==> config.mk <==
export PLATFORM = sky130hd
export DESIGN_NAME = mul4_shift_add_flat
export DESIGN_NICKNAME = d
export VERILOG_FILES = /design/src/rtl/alu_pkg.sv /design/src/rtl/mul4_shift_add_if.sv /design/src/rtl/fourbitFA.sv /design/src/rtl/mul4_shift_add.sv /design/src/flat_wrapper.sv
export SDC_FILE = /design/constraint.sdc
export NUM_CORES = 1
export LEC_CHECK = 0
export ABC_AREA = 1
export BUFFER_PORTS_ARGS = -buffer_cell sky130_fd_sc_hd__buf_2
export CORE_MARGIN = 1
export CORE_UTILIZATION = 55
export DETAILED_ROUTE_END_ITERATION = 10
export GPL_TIMING_DRIVEN = 0
export PLACE_DENSITY = 0.8
export SLEW_MARGIN = 20
export SYNTH_ARGS = -nofsm -noshare
export SYNTH_HDL_FRONTEND = slang
export SYNTH_SLANG_ARGS = --single-unit
==> constraint.sdc <==
create_clock -name clk -period 6.2 [get_ports clk]
set_input_delay 0.31 -clock clk [delete_from_list [all_inputs] [get_ports clk]]
set_output_delay 0.31 -clock clk [all_outputs]
set_load 0.01 [all_outputs]
==> src/rtl/alu_pkg.sv <==
// rtl/alu_pkg.sv - shared types and widths for the FourBitALU datapath
package alu_pkg;

  typedef enum logic [1:0] {IDLE, RUN, DONE} mul_state_t;

  localparam int OP_W   = 4;
  localparam int PROD_W = 8;
  localparam int STEP_W = 2;

endpackage

==> src/rtl/mul4_shift_add_if.sv <==
// rtl/mul4_shift_add_if.sv - start/done handshake bundle for the sequential multiplier
interface mul4_shift_add_if;
  import alu_pkg::*;

  logic              start;
  logic [OP_W-1:0]   a;
  logic [OP_W-1:0]   b;
  logic              ready;
  logic              busy;
  logic              done;
  logic [PROD_W-1:0] product;

  modport master (output start, a, b, input ready, busy, done, product);
  modport slave  (input start, a, b, output ready, busy, done, product);

endinterface

==> src/rtl/fourbitFA.sv <==
// rtl/fourbitFA.sv - 4-bit ripple-carry adder, carry-in tied low
module fourbitFA
  import alu_pkg::*;
(
  input  logic [OP_W-1:0] a,
  input  logic [OP_W-1:0] b,
  output logic [OP_W-1:0] sum,
  output logic            carry
);

  logic [OP_W:0] c;

  always_comb begin
    c   = '0;
    sum = '0;
    for (int i = 0; i < OP_W; i++) begin
      sum[i] = a[i] ^ b[i] ^ c[i];
      c[i+1] = (a[i] & b[i]) | (c[i] & (a[i] ^ b[i]));
    end
    carry = c[OP_W];
  end

endmodule

==> src/rtl/mul4_shift_add.sv <==
// rtl/mul4_shift_add.sv - 4x4 unsigned shift-and-add multiplier, one partial product per cycle
module mul4_shift_add
  import alu_pkg::*;
(
  input  logic             clk,
  input  logic             rst,
  mul4_shift_add_if.slave  bus
);

  mul_state_t        state;
  logic [OP_W-1:0]   acc;
  logic [OP_W-1:0]   q;
  logic [OP_W-1:0]   m;
  logic [STEP_W-1:0] step;
  logic [PROD_W-1:0] product_q;

  logic [OP_W-1:0]   addend;
  logic [OP_W-1:0]   sum;
  logic              carry;
  logic [PROD_W-1:0] shifted;

  assign addend  = q[0] ? m : '0;
  // Carry, sum and the surviving multiplier bits form the next {acc, q}.
  assign shifted = {carry, sum, q[OP_W-1:1]};

  fourbitFA u_adder (
    .a     (acc),
    .b     (addend),
    .sum   (sum),
    .carry (carry)
  );

  always_ff @(posedge clk or posedge rst) begin
    if (rst) begin
      state     <= IDLE;
      acc       <= '0;
      q         <= '0;
      m         <= '0;
      step      <= '0;
      product_q <= '0;
    end else begin
      case (state)
        IDLE, DONE: begin
          if (bus.start) begin
            m     <= bus.a;
            q     <= bus.b;
            acc   <= '0;
            step  <= '0;
            state <= RUN;
          end else begin
            state <= IDLE;
          end
        end
        RUN: begin
          {acc, q} <= shifted;
          step     <= step + 2'd1;
          if (step == 2'd3) begin
            product_q <= shifted;
            state     <= DONE;
          end
        end
        default: state <= IDLE;
      endcase
    end
  end

  assign bus.ready   = (state != RUN);
  assign bus.busy    = (state == RUN);
  assign bus.done    = (state == DONE);
  assign bus.product = product_q;

endmodule

==> src/flat_wrapper.sv <==
// flat-port wrapper written by rule: the top's interface ports become plain ports
module mul4_shift_add_flat import alu_pkg::*;
  (clk, rst, bus_start, bus_a, bus_b, bus_ready, bus_busy, bus_done, bus_product);
  mul4_shift_add_if bus_i ();
  input  logic clk;
  input  logic rst;
  input wire logic [$bits(bus_i.start)-1:0] bus_start;
  input wire logic [$bits(bus_i.a)-1:0] bus_a;
  input wire logic [$bits(bus_i.b)-1:0] bus_b;
  output wire logic [$bits(bus_i.ready)-1:0] bus_ready;
  output wire logic [$bits(bus_i.busy)-1:0] bus_busy;
  output wire logic [$bits(bus_i.done)-1:0] bus_done;
  output wire logic [$bits(bus_i.product)-1:0] bus_product;
  assign bus_i.start = bus_start;
  assign bus_i.a = bus_a;
  assign bus_i.b = bus_b;
  assign bus_ready = bus_i.ready;
  assign bus_busy = bus_i.busy;
  assign bus_done = bus_i.done;
  assign bus_product = bus_i.product;
  mul4_shift_add u_core (.clk(clk), .rst(rst), .bus(bus_i));
endmodule
-- Word-level counts from Yosys, hierarchy flattened
Cells that the tools add are included.
- add/subtract/negate cells: 1
- equality and inequality tests: 6
- mux-type cells: 10
- bitwise logic cells: 17
- reductions and logical operators: 6
- operator list (kind ; number):
    one-hot mux 4 bit (2 select lines) ; 2
    2-to-1 mux 4 bit ; 3
    one-hot mux 2 bit (2 select lines) ; 2
    AND 1 bit ; 7
    bitwise XOR 1 bit ; 7
    AND reduction 2 bit ; 3
    == test 2 bit (second input constant) ; 2
    2-to-1 mux 2 bit ; 2
    inequality test 2 x 1 -> 1 bit (second input constant) ; 2
    bitwise OR 1 bit ; 3
    adder 2 x 1 -> 2 bit (second input constant) ; 1
    == test 2 x 1 -> 1 bit (second input constant) ; 1
    logical NOT 2 bit ; 1
    inequality test 2 bit (second input constant) ; 1
    nonzero test 2 bit ; 1
    OR reduction 2 bit ; 1
    2-to-1 mux 1 bit ; 1
- register bits after elaboration: 24
- input bits: 11

-- Depth between registers and ports, before layout
Gate-level depths: netlist of run 1.
- depth after elaboration: 9
- depth in mapped cells: 9
- gate-level depth less buffers: 9

-- Cells and area by module
A second synthesis of run 1 with hierarchy kept.
- cells, all modules: 137
- area, all modules: 1174.9 sq um
- modules (own cells, without submodules) (module ; times used ; cells an instance ; area each (sq um)):
    mul4_shift_add ; 1 ; 123 ; 1064.8
    fourbitFA ; 1 ; 14 ; 110.1

-- Worst setup path before layout of run 1
OpenSTA, ideal clock, no wires.
- path kind: reg-to-reg
- start point: register u_core.q[0]
- end point: register u_core.acc[2]
- arrival time: 2.119 ns
- data required time: 6.117 ns
- path slack: 3.999 ns
- stages on the path, launching flop included: 10
- buffers on the path: 0
- clock period less this slack: 2.201 ns
- cells stage by stage: dfrtp_1 -> nand2_1 -> inv_1 -> ha_1 -> inv_1 -> fa_1 -> fa_1 -> fa_1 -> or2_1 -> o21ai_0
- cells in the longest elaborated chain, start to end: 8
- elaborated cells on any way between the ends: 13
- those cells by class: mux (2); bitwise (11)
- RTL lines (element ; RTL line ; RTL):
    from (decl) ; mul4_shift_add.sv:12 ; logic [OP_W-1:0] q;
    from (signal assigned) ; mul4_shift_add.sv:46 ; q <= bus.b;
    from (signal assigned) ; mul4_shift_add.sv:55 ; {acc, q} <= shifted;
    2-to-1 mux 4 bit * ; mul4_shift_add.sv:22 ; assign addend = q[0] ? m : '0;
    AND 1 bit or bitwise XOR 1 bit (tied branches) ; fourbitFA.sv:18 ; c[i+1] = (a[i] & b[i]) | (c[i] & (a[i] ^ b[i]));
    AND 1 bit ; fourbitFA.sv:18 ;
    bitwise OR 1 bit ; fourbitFA.sv:18 ;
    AND 1 bit ; fourbitFA.sv:18 ;
    bitwise OR 1 bit ; fourbitFA.sv:18 ;
    bitwise XOR 1 bit * ; fourbitFA.sv:17 ; sum[i] = a[i] ^ b[i] ^ c[i];
    one-hot mux 4 bit (2 select lines) * ; mul4_shift_add.sv:42 ; case (state)
    to (signal assigned) ; mul4_shift_add.sv:55 ;
    to (decl) ; mul4_shift_add.sv:11 ; logic [OP_W-1:0] acc;
Mark *: on every way between the ends. The rest lies on a longest branch, timed or not.
A chain may end at the register's enable or synchronous reset.

-- Final worst setup path of run 1
Ends and elaborated chain as after synthesis.

==> results.toml, run 1 <==
[synthesis]
syn_inst = 122
syn_area_sq_um = 1130
syn_area_per_cell_sq_um = 9.26
synthesis.nets = 138
synth-seq-cells = 24
ys_types = 18
synth-seq-area-share_pct = 53.2
yosys_warnings = 0

[pwr]
peakVddDrop_mv = 0.300
switching_share_pct = 42.8
clkPwrFrac_pct = 10.3
power.density_nw_per_um2 = 490
p_int_w = 0.000362
p_seq_share_pct = 41.6
power.switching_w = 0.000271
comb_power_share_pct = 48.0
p_leak_nw = 0.702

[sta]
setup_violations = 0
period_minus_slack_ns = 2.35
fin_crit_sh_pct = 37.9
fmax_mhz = 426
rsz0062_at_grt = "no"
timing.setup.tns_ns = 0
final-hold-violation-count = 0
finalMaxSlewViolations = 0
fin_skew_ns = 0.00225
slew-limit-headroom_pct = 40.8
tightestPinTransition_ns = 0.887

[hold_path]
hold_class = "input port to asynchronous set/reset pin"

[grt]
grt_start_max_net_pins = 25
overflow = 0
grt_pass1_wl_um = 3200
grt_pass1_vias = 753
grt_use_total_pct = 21.4
antenna_found_initial = 0

[clocking]
path_clk_slew_ns = 0.12
worstSkewPairLatency_ns = 0.31
cts_root_buffer = "clkbuf_4"
cts_made_buffers = 3
clk_path_buf_depth = 2
post-cts-setup-buffer-count = 0
holdBufCountCts = 0
cts.repair.resized = 0
cts_sinks = 24
ctsHtreeMaxLevel = 1
cts_tree = "yes"

[place]
gp_congestion = 0.792
io_buffer_count = 21
dpl.hpwl_um = 1500

[worst_setup_path]
arrival_ns = 2.59
path_max_fanout = 5
end_kind = "flip-flop"
critPathKind = "flip-flop to flip-flop"
reg2regPathDepth = 9
reg2reg_to = "u_core.acc[2]$_DFFE_PP0P_"
reg2reg_from = "u_core.q[0]$_DFFE_PP0P_"
start_kind = "flip-flop"
regToRegSetupSlack_ns = 3.85
cp.required_ns = 6.44

[run_status]
status = "finished, final reports clean"

[floorplanning]
die_area_sq_um = 2240
start_util_pct = 58.2
fp.coreArea_sq_um = 1940
io_pins = 22
die_y_um = 47.3
die_w_um = 47.3
std_cell_rows = 16

[finish]
fin_util_pct = 66.5
antenna_cells = 0
drive_gt1_share_pct = 28.8
area_growth_pct = 14.3
nets = 164
nFillCells = 166

[detailed_routing]
drc = 0
first_pass_iters = 4
drtIter0Drc = 13
wire_per_inst_um = 11.6
wirelength_um = 2010
viasPerCell = 4.92
dr_total_vias = 852
ant_nets = 0

[run]
drv_cap = 0
-- state kept, by name (all words and copies together) (netlist names) --
| name | flops |
|---|---|
| u_core.q | 4 |
| u_core.state | 2 |
| u_core.bus.product | 8 |
| u_core.step | 2 |
| u_core.acc | 4 |
| u_core.m | 4 |
-- critical path: stages (launching register included) --
cell	delay [ns]
dfrtp_1	0.42
nand2_1	0.07
inv_1	0.05
ha_1	0.14
inv_1	0.05
fa_1	0.37
fa_1	0.38
fa_1	0.48
or2_1	0.25
o21ai_0	0.07
-- stage by stage --
stage / instance area, sq um / worst slack, ns / hold slack, ns / instances / power [W]
global placement: 1270 / 3.92 / 0.458 / 170 / 0.000558
finish: 1290 / 3.85 / 0.168 / 173 / 0.000633
floorplan: 1130 / 4.00 / 0.325 / 122 / 0.000487
global route: 1290 / 3.69 / 0.237 / 173 / 0.000696
detailed placement: 1270 / 3.84 / 0.463 / 170 / 0.000576
CTS: 1290 / 3.82 / 0.203 / 173 / 0.000640
-- power groups by stage --
stage	Sequential, W	Clock (W)	Combinational, W
6_report	0.000264	0.0000654	0.000304
3_5_place_dp	0.000267	0	0.000308
2_1_floorplan	0.000270	0	0.000217
4_1_cts	0.000264	0.0000674	0.000308
5_1_grt	0.000272	0.0000722	0.000352
3_3_place_gp	0.000264	0	0.000294
-- Yosys cell counts, drive strengths merged --
cell type  number  share of area [%]
nand3          12                5.3
fa              3                5.3
nor2            3                1.7
ha              2                2.2
nand2          41                 14
or2             4                2.2
inv            18                6.0
a21oi           1               0.44
buf             2                1.4
o21ai          12                8.0
dfrtp          24                 53
-- worst max-delay path by stage --
stage                                       start                        end  slack, ns  cells after the start
after floorplan           u_core.q[0]$_DFFE_PP0P_  u_core.acc[2]$_DFFE_PP0P_       4.00                      9
after global placement    u_core.q[0]$_DFFE_PP0P_  u_core.acc[2]$_DFFE_PP0P_       3.92                      9
after detailed placement  u_core.q[0]$_DFFE_PP0P_  u_core.acc[2]$_DFFE_PP0P_       3.84                      9
after CTS                 u_core.q[0]$_DFFE_PP0P_  u_core.acc[2]$_DFFE_PP0P_       3.82                      9
after global routing      u_core.q[0]$_DFFE_PP0P_  u_core.acc[2]$_DFFE_PP0P_       3.69                      9
final                     u_core.q[0]$_DFFE_PP0P_  u_core.acc[2]$_DFFE_PP0P_       3.85                      9
-- cell usage in the layout (no fill, tap or decap) --
cell type / instances
a21oi_1: 1
buf_6: 1
ha_1: 2
fa_1: 3
nor2_4: 1
o21ai_2: 8
clkbuf_4: 3
nand2_2: 3
inv_2: 2
nand2_1: 38
inv_1: 16
dfrtp_1: 24
nand3_1: 12
or2_2: 2
buf_2: 22
o21ai_1: 1
or2_1: 2
o21ai_0: 3
nor2_1: 2
-- layer usage --
| layer | track usage, % | vias to the layer above | wire length, um |
|---|---|---|---|
| li1 | - | 424 | - |
| met1 | 27.7 | 406 | 891 |
| met2 | 35.1 | 18 | 1020 |
| met3 | 3.46 | 4 | 60 |
| met4 | 10.3 | 0 | 44 |
| met5 | 0 | - | 0 |
-- cell families (layout without fill, tap and decap cells) --
| group | count (synthesis) | in the layout | synth area share, % |
|---|---|---|---|
| buffers and inverters | 20 | 44 | 7.42 |
| adders and majority gates | 5 | 5 | 7.53 |
| and+or+nand+nor | 60 | 60 | 23.5 |
| AOI/OAI and AO/OA | 13 | 13 | 8.42 |
| DFF | 24 | 24 | 53.2 |
-- layout make-up --
cell class,instances,area (sq um),share of cell area [%]
Buffer,2,16.3,1.26
Clock buffer,3,22.5,1.74
Inverter,18,67.6,5.23
Multi-Input combinational cell,78,445,34.5
Sequential cell,24,601,46.5
Tap cell,27,33.8,2.62
Timing Repair Buffer,21,105,8.14
Power figures use the tool's default switching activity.
==> run 2, diff against run 1 <==
--- a/config.mk
+++ b/config.mk
@@ -5,13 +5,13 @@
 export SDC_FILE = /design/constraint.sdc
 export NUM_CORES = 1
 export LEC_CHECK = 0
-export ABC_AREA = 1
+export ABC_AREA = 0
 export BUFFER_PORTS_ARGS = -buffer_cell sky130_fd_sc_hd__buf_2
 export CORE_MARGIN = 1
-export CORE_UTILIZATION = 55
+export CORE_UTILIZATION = 54
 export DETAILED_ROUTE_END_ITERATION = 10
 export GPL_TIMING_DRIVEN = 0
-export PLACE_DENSITY = 0.8
+export PLACE_DENSITY = 0.77
 export SLEW_MARGIN = 20
 export SYNTH_ARGS = -nofsm -noshare
 export SYNTH_HDL_FRONTEND = slang
==> constraint.sdc (replaced) <==
create_clock -name clk -period 2.3 [get_ports clk]
set_input_delay 0.115 -clock clk [delete_from_list [all_inputs] [get_ports clk]]
set_output_delay 0.115 -clock clk [all_outputs]
set_load 0.01 [all_outputs]
==> run 2 against run 1 <==
  * Synthesized cell count down 19%
  * Hold slack got worse by 0.14 ns
  * Core utilization fell by 0.076 points
  * Sequential power rose to 2.8 times the previous value
  * Register-to-register slack got worse by 3.8 ns
  * Fmax up 2.7%
==> results.toml, run 2 <==
[run_status]
status = "finished, final reports clean"

[synthesis]
synth_top_area_share_pct = 48.0
synth-seq-area-share_pct = 48.0
synth_ff_type = "dfrtp_1"
yosys_warnings = 0
synth_most_common_cell = "dfrtp_1"
yosysTopAreaCell = "dfrtp_1"
syn_inst = 99
syn_area_per_cell_sq_um = 12.6
ys_types = 24
synth-edff-count = 0
synthesis.nets = 115
async_flop_share_pct = 100
syn_area_sq_um = 1250
synth_commonest_cells = "24 x dfrtp_1, 18 x mux2i_1, 11 x inv_1"
synth.area.top_cells = "dfrtp_1 48%, mux2i_1 14%, fa_1 4.8%, mux2_4 4.8%, nand2b_1 4.5%"
synth-seq-cells = 24

[clocking]
cts_made_buffers = 3
clk_path_buf_depth = 2
ctsHtreeMaxLevel = 1
cts_root_buffer = "clkbuf_4"
cts_sinks = 24
worstSkewPairLatency_ns = 0.31
path_clk_slew_ns = 0.13
cts_tree = "yes"

[hold_path]
min_to = "u_core.m[3]$_DFFE_PP0P_"
hold_path_depth = 2
hold_class = "input port to flip-flop"
worstHoldStart = "bus_a[3]"

[pwr]
peakVddDrop_mv = 0.782
power.density_nw_per_um2 = 1340
clkPwrFrac_pct = 11.3
p_leak_nw = 0.748
p_seq_share_pct = 38.5
power.switching_w = 0.000697
comb_power_share_pct = 50.2
switching_share_pct = 35.7
power_w = 0.00195
p_int_w = 0.00125

[worst_setup_path]
arrival_ns = 2.50
start_kind = "flip-flop"
cpMaxStageDelayCell = "fa_1"
reg2reg_to = "u_core.acc[2]$_DFFE_PP0P_"
regToRegSetupSlack_ns = 0.01
reg2regPathDepth = 8
end_kind = "flip-flop"
crit_chain = "and2_4, ha_1, inv_1, fa_2, fa_2, fa_1, nand2b_1, a32o_1"
max_stage_delay_ns = 0.51
path_max_fanout = 2
reg2reg_from = "u_core.q[0]$_DFFE_PP0P_"
critPathKind = "flip-flop to flip-flop"
cp.required_ns = 2.52
crit_top_cell = "fa_2"

[detailed_routing]
viasPerCell = 5.23
wl_met1_um = 970
top_layer = "met4"
drtIter0Drc = 11
met3_wirelength_um = 57
wire_per_inst_um = 13.6
dr_total_vias = 806
ant_nets = 0
drc = 0
first_pass_iters = 4
wirelength_um = 2090
wl_met2_um = 1030

[finish]
most-common-layout-cells = "24 x dfrtp_1, 21 x buf_2, 18 x mux2i_1, 11 x inv_1, 9 x nand2b_1"
layout_commonest_cell = "dfrtp_1"
multi_input_area_sq_um = 574
nets = 143
post-route-cell-area_sq_um = 1460
drive_gt1_share_pct = 35.7
antenna_cells = 0
area_growth_pct = 16.3
final_cells = 154
largest_reg_flops = 8
seq_area_sq_um = 601
nFillCells = 171

[sta]
final-hold-violation-count = 0
setup_violations = 0
fin_ws_ns = 0.0140
fmax_mhz = 437
period_minus_slack_ns = 2.29
finalMaxSlewViolations = 0
fin_crit_sh_pct = 99.4
rsz0062_at_grt = "yes"
fin_skew_ns = 0.00683
tightestPinTransition_ns = 0.897
slew-limit-headroom_pct = 40.1

[grt]
overflow = 0
grt_pass1_vias = 843
grt_pass1_wl_um = 3760
grt_use_total_pct = 20.4
antenna_found_initial = 0
grt_start_max_net_pins = 25

[floorplanning]
die_area_sq_um = 2510
io_pins = 22
std_cell_rows = 17
die_y_um = 50.1
fp.coreArea_sq_um = 2190
die_w_um = 50.1
start_util_pct = 57.1

[place]
place_ws_ns = -0.143
placedCellCount = 147
gp_congestion = 0.844
io_buffer_count = 20
placed_cell_area_sq_um = 1390
dpl.hpwl_um = 1490

[run]
drv_cap = 0
run 2: changes by cell type in the layout (fill, tap and decap cells not counted), sizes merged, moves of 7 or more:
cell	before	now
nand2	41	3
mux2i	0	18
nand3	12	0
o21ai	12	0
nand2b	0	9
mux2	0	8
inv	18	11
run 2: worst max-delay path: cells and delay by family (launching register included):
family / cells / cell delay (ns)
compound gates: 1 / 0.25
flops: 1 / 0.37
fa+ha+maj: 4 / 1.31
buf+inv: 1 / 0.05
simple gates: 2 / 0.20
run 2: what timing repair did:
| action | 4_1_cts | 5_1_grt |
|---|---|---|
| setup endpoints to repair | 1 | 1 |
| endpoints found under the hold margin | 11 | 0 |
| hold buffers | 1 | 0 |
| gates resized for setup | 2 | 0 |
| buffers inserted | 2 | 0 |
run 2: metrics by stage:
| step | hold WS, ns | TNS, ns | util [%] |
|---|---|---|---|
| floorplan | 0.130 | 0 | - |
| global route | 0.0115 | -0.0937 | 66.4 |
| CTS | 0.0156 | 0 | 66.4 |
| global placement | 0.345 | -0.117 | 63.4 |
| detailed placement | 0.346 | -0.143 | 63.4 |
| finish | 0.0234 | 0 | 66.4 |
run 2: worst max-delay path by stage:
stage	start	to	slack (ns)	cells past startpoint
4_1_cts	u_core.q[0]$_DFFE_PP0P_	u_core.acc[2]$_DFFE_PP0P_	0.007	8
3_3_place_gp	u_core.q[0]$_DFFE_PP0P_	u_core.acc[2]$_DFFE_PP0P_	-0.12	8
2_1_floorplan	u_core.q[0]$_DFFE_PP0P_	u_core.acc[2]$_DFFE_PP0P_	0.006	8
3_5_place_dp	u_core.q[0]$_DFFE_PP0P_	u_core.acc[2]$_DFFE_PP0P_	-0.14	8
6_report	u_core.q[0]$_DFFE_PP0P_	u_core.acc[2]$_DFFE_PP0P_	0.01	8
5_1_grt	u_core.m[0]$_DFFE_PP0P_	u_core.acc[2]$_DFFE_PP0P_	-0.09	8
run 2: layout make-up:
cell class	count	share of cell area (%)
Tap cell	28	2.41
Timing Repair Buffer	23	8.60
Buffer	5	2.92
Clock buffer	4	2.49
Sequential cell	24	41.3
Multi-Input combinational cell	59	39.5
Inverter	11	2.84
run 2: layer usage:
metal / track usage, % / vias to the layer above
li1: - / 386
met1: 26.7 / 398
met4: 8.57 / 0
met3: 3.94 / 6
met5: 0 / -
met2: 32.9 / 16
run 2: cell families (layout without fill, tap and decap cells):
| group | Yosys count | after routing | share of synthesized area (%) |
|---|---|---|---|
| AND/OR/NAND/NOR | 21 | 21 | 10.8 |
| adder cells (fa/ha/maj) | 5 | 5 | 6.80 |
| XOR/XNOR | 1 | 1 | 0.700 |
| AO/OA/AOI/OAI | 6 | 6 | 4.20 |
| buffers and inverters | 16 | 43 | 6.70 |
| multiplexers | 26 | 26 | 22.8 |
| flip-flops | 24 | 24 | 48.0 |
run 2: power groups by stage:
stage	logic (W)	clock network [W]	registers (W)
2_1_floorplan	0.000696	0	0.000769
3_3_place_gp	0.000912	0	0.000755
3_5_place_dp	0.000944	0	0.000767
4_1_cts	0.000995	0.000227	0.000750
5_1_grt	0.00110	0.000239	0.000779
6_report	0.000979	0.000220	0.000750
==> run 3, diff against run 2 <==
--- a/config.mk
+++ b/config.mk
@@ -6,10 +6,11 @@
 export NUM_CORES = 1
 export LEC_CHECK = 0
 export ABC_AREA = 0
-export BUFFER_PORTS_ARGS = -buffer_cell sky130_fd_sc_hd__buf_2
+export CORE_ASPECT_RATIO = 1.4
 export CORE_MARGIN = 1
-export CORE_UTILIZATION = 54
+export CORE_UTILIZATION = 61
 export DETAILED_ROUTE_END_ITERATION = 10
+export DONT_BUFFER_PORTS = 1
 export GPL_TIMING_DRIVEN = 0
 export PLACE_DENSITY = 0.77
 export SLEW_MARGIN = 20
==> run 3 against run 2 <==
  * Sequential power is 5.3% higher
  * Wire length decreased by 3.8%
  * Cell count is 15% lower
  * First-iteration DRC count is 55% lower
  * Combinational power down 14%
  * Sequential share of layout area grew 2.0 points
  * Clock-buffer cell count unchanged
  * Clock power about the same
  * Critical endpoint unchanged
  * Clock skew rose by 0.0020 ns
  * Largest power group unchanged
  * Highest routed layer unchanged
==> results.toml, run 3 (synthesis gave the netlist of run 2 again) <==
[place]
placed_cell_area_sq_um = 1280
dpl.hpwl_um = 1450
gp_congestion = 0.716
io_buffer_count = 0
place_ws_ns = -0.133

[pwr]
peakVddDrop_mv = 0.837
p_seq_share_pct = 42.6
comb_power_share_pct = 45.6
switching_share_pct = 36.4
power_w = 0.00185
clkPwrFrac_pct = 11.8
power.density_nw_per_um2 = 1340
power.switching_w = 0.000674
p_leak_nw = 0.676
p_int_w = 0.00118

[run_status]
status = "finished, final reports clean"

[sta]
setup_violations = 0
final-hold-violation-count = 0
fin_crit_sh_pct = 99.5
tightestPinTransition_ns = 0.880
period_minus_slack_ns = 2.29
slew-limit-headroom_pct = 41.3
fin_ws_ns = 0.0106
fmax_mhz = 437
timing.setup.tns_ns = 0
rsz0062_at_grt = "yes"
fin_skew_ns = 0.00885
finalMaxSlewViolations = 0

[floorplanning]
die_area_sq_um = 2240
die_w_um = 40.3
die_y_um = 55.6
io_pins = 22
fp.coreArea_sq_um = 1950
std_cell_rows = 19
start_util_pct = 64.2

[worst_setup_path]
start_kind = "flip-flop"
crit_chain = "and2_1, ha_1, inv_1, fa_2, fa_2, fa_1, nand2b_1, a32o_1"
cpMaxStageDelayCell = "fa_1"
max_stage_delay_ns = 0.51
crit_family = "adder cells"
arrival_ns = 2.50
end_kind = "flip-flop"
regToRegSetupSlack_ns = 0.01
reg2reg_from = "u_core.m[0]$_DFFE_PP0P_"
reg2regPathDepth = 8
reg2reg_to = "u_core.acc[2]$_DFFE_PP0P_"
critPathBufInv = 1
cp.required_ns = 2.51
crit_top_cell = "fa_2"
path_max_fanout = 2
critPathKind = "flip-flop to flip-flop"

[grt]
overflow = 0
grt_pass1_vias = 817
grt_use_total_pct = 23.6
grt_start_max_net_pins = 25
antenna_found_initial = 0
grt_pass1_wl_um = 3610

[clocking]
clk_path_buf_depth = 2
cts_tree = "yes"
worstSkewPairLatency_ns = 0.32
path_clk_slew_ns = 0.13
cts_sinks = 24
ctsHtreeMaxLevel = 1
cts_made_buffers = 3
cts_root_buffer = "clkbuf_4"

[detailed_routing]
dr_total_vias = 734
ant_nets = 0
wire_per_inst_um = 15.3
drc = 0
first_pass_iters = 4
drtIter0Drc = 5
viasPerCell = 5.60
wirelength_um = 2010

[finish]
fin_util_pct = 71.1
drive_gt1_share_pct = 20.9
largest_reg_flops = 8
nets = 127
most-common-layout-cells = "24 x dfrtp_1, 18 x mux2i_1, 11 x inv_1, 9 x nand2b_1, 6 x dlygate4sd3_1"
layout_commonest_cell = "dfrtp_1"
post-route-cell-area_sq_um = 1390
nFillCells = 156
area_growth_pct = 10.8
antenna_cells = 0

[hold_path]
hold_class = "input port to flip-flop"
min_to = "u_core.q[1]$_DFFE_PP0P_"
worstHoldStart = "bus_b[1]"
hold_path_depth = 2

[run]
drv_cap = 0
run 3: cell count changes in the layout (fill, tap and decap cells not counted):
cell / delta
buf_2: -20
dlygate4sd3_1: +5
and2_1: +1
and2_4: -1
buf_4: -1
run 3: power by group through the flow:
stage          Clock, W  Combinational (W)  Sequential (W)
2_1_floorplan         0           0.000696        0.000769
6_report       0.000219           0.000846        0.000790
3_5_place_dp          0           0.000829        0.000811
5_1_grt        0.000243           0.000952        0.000825
4_1_cts        0.000225           0.000867        0.000793
3_3_place_gp          0           0.000787        0.000799
run 3: worst max-delay path by stage:
stage | cells after the start | startpoint | to
floorplan | 8 | u_core.q[0]$_DFFE_PP0P_ | u_core.acc[2]$_DFFE_PP0P_
global placement | 8 | u_core.q[0]$_DFFE_PP0P_ | u_core.acc[2]$_DFFE_PP0P_
detailed placement | 8 | u_core.q[0]$_DFFE_PP0P_ | u_core.acc[2]$_DFFE_PP0P_
CTS | 8 | u_core.q[0]$_DFFE_PP0P_ | u_core.acc[2]$_DFFE_PP0P_
global route | 8 | u_core.q[0]$_DFFE_PP0P_ | u_core.acc[2]$_DFFE_PP0P_
finish | 8 | u_core.m[0]$_DFFE_PP0P_ | u_core.acc[2]$_DFFE_PP0P_
run 3: cell type report:
class / instances / area [sq um] / share of cell area (%)
Buffer: 5 / 42.5 / 3.07
Clock buffer: 4 / 36.3 / 2.62
Inverter: 11 / 41.3 / 2.98
Multi-Input combinational cell: 59 / 572 / 41.2
Sequential cell: 24 / 601 / 43.3
Tap cell: 21 / 26.3 / 1.90
Timing Repair Buffer: 7 / 67.6 / 4.87
run 3: routing by layer:
metal	track usage, %	vias up	wire length [um]
met4	8.57	0	38
met5	0	-	0
met2	37.6	16	1070
met1	31.9	357	859
met3	2.80	5	43
li1	-	356	-
run 3: stage by stage:
step           hold slack [ns]  instances
3_5_place_dp             0.244        120
4_1_cts                0.00872        131
3_3_place_gp             0.239        120
6_report               0.00890        131
5_1_grt                 0.0105        131
2_1_floorplan            0.130         99
run 3: timing repair:
item                       4_1_cts  5_1_grt
hold endpoints to repair        29        0
setup endpoints to repair        1        1
gates resized for setup          1        0
hold buffers                     6        0
buffers inserted                 1        0
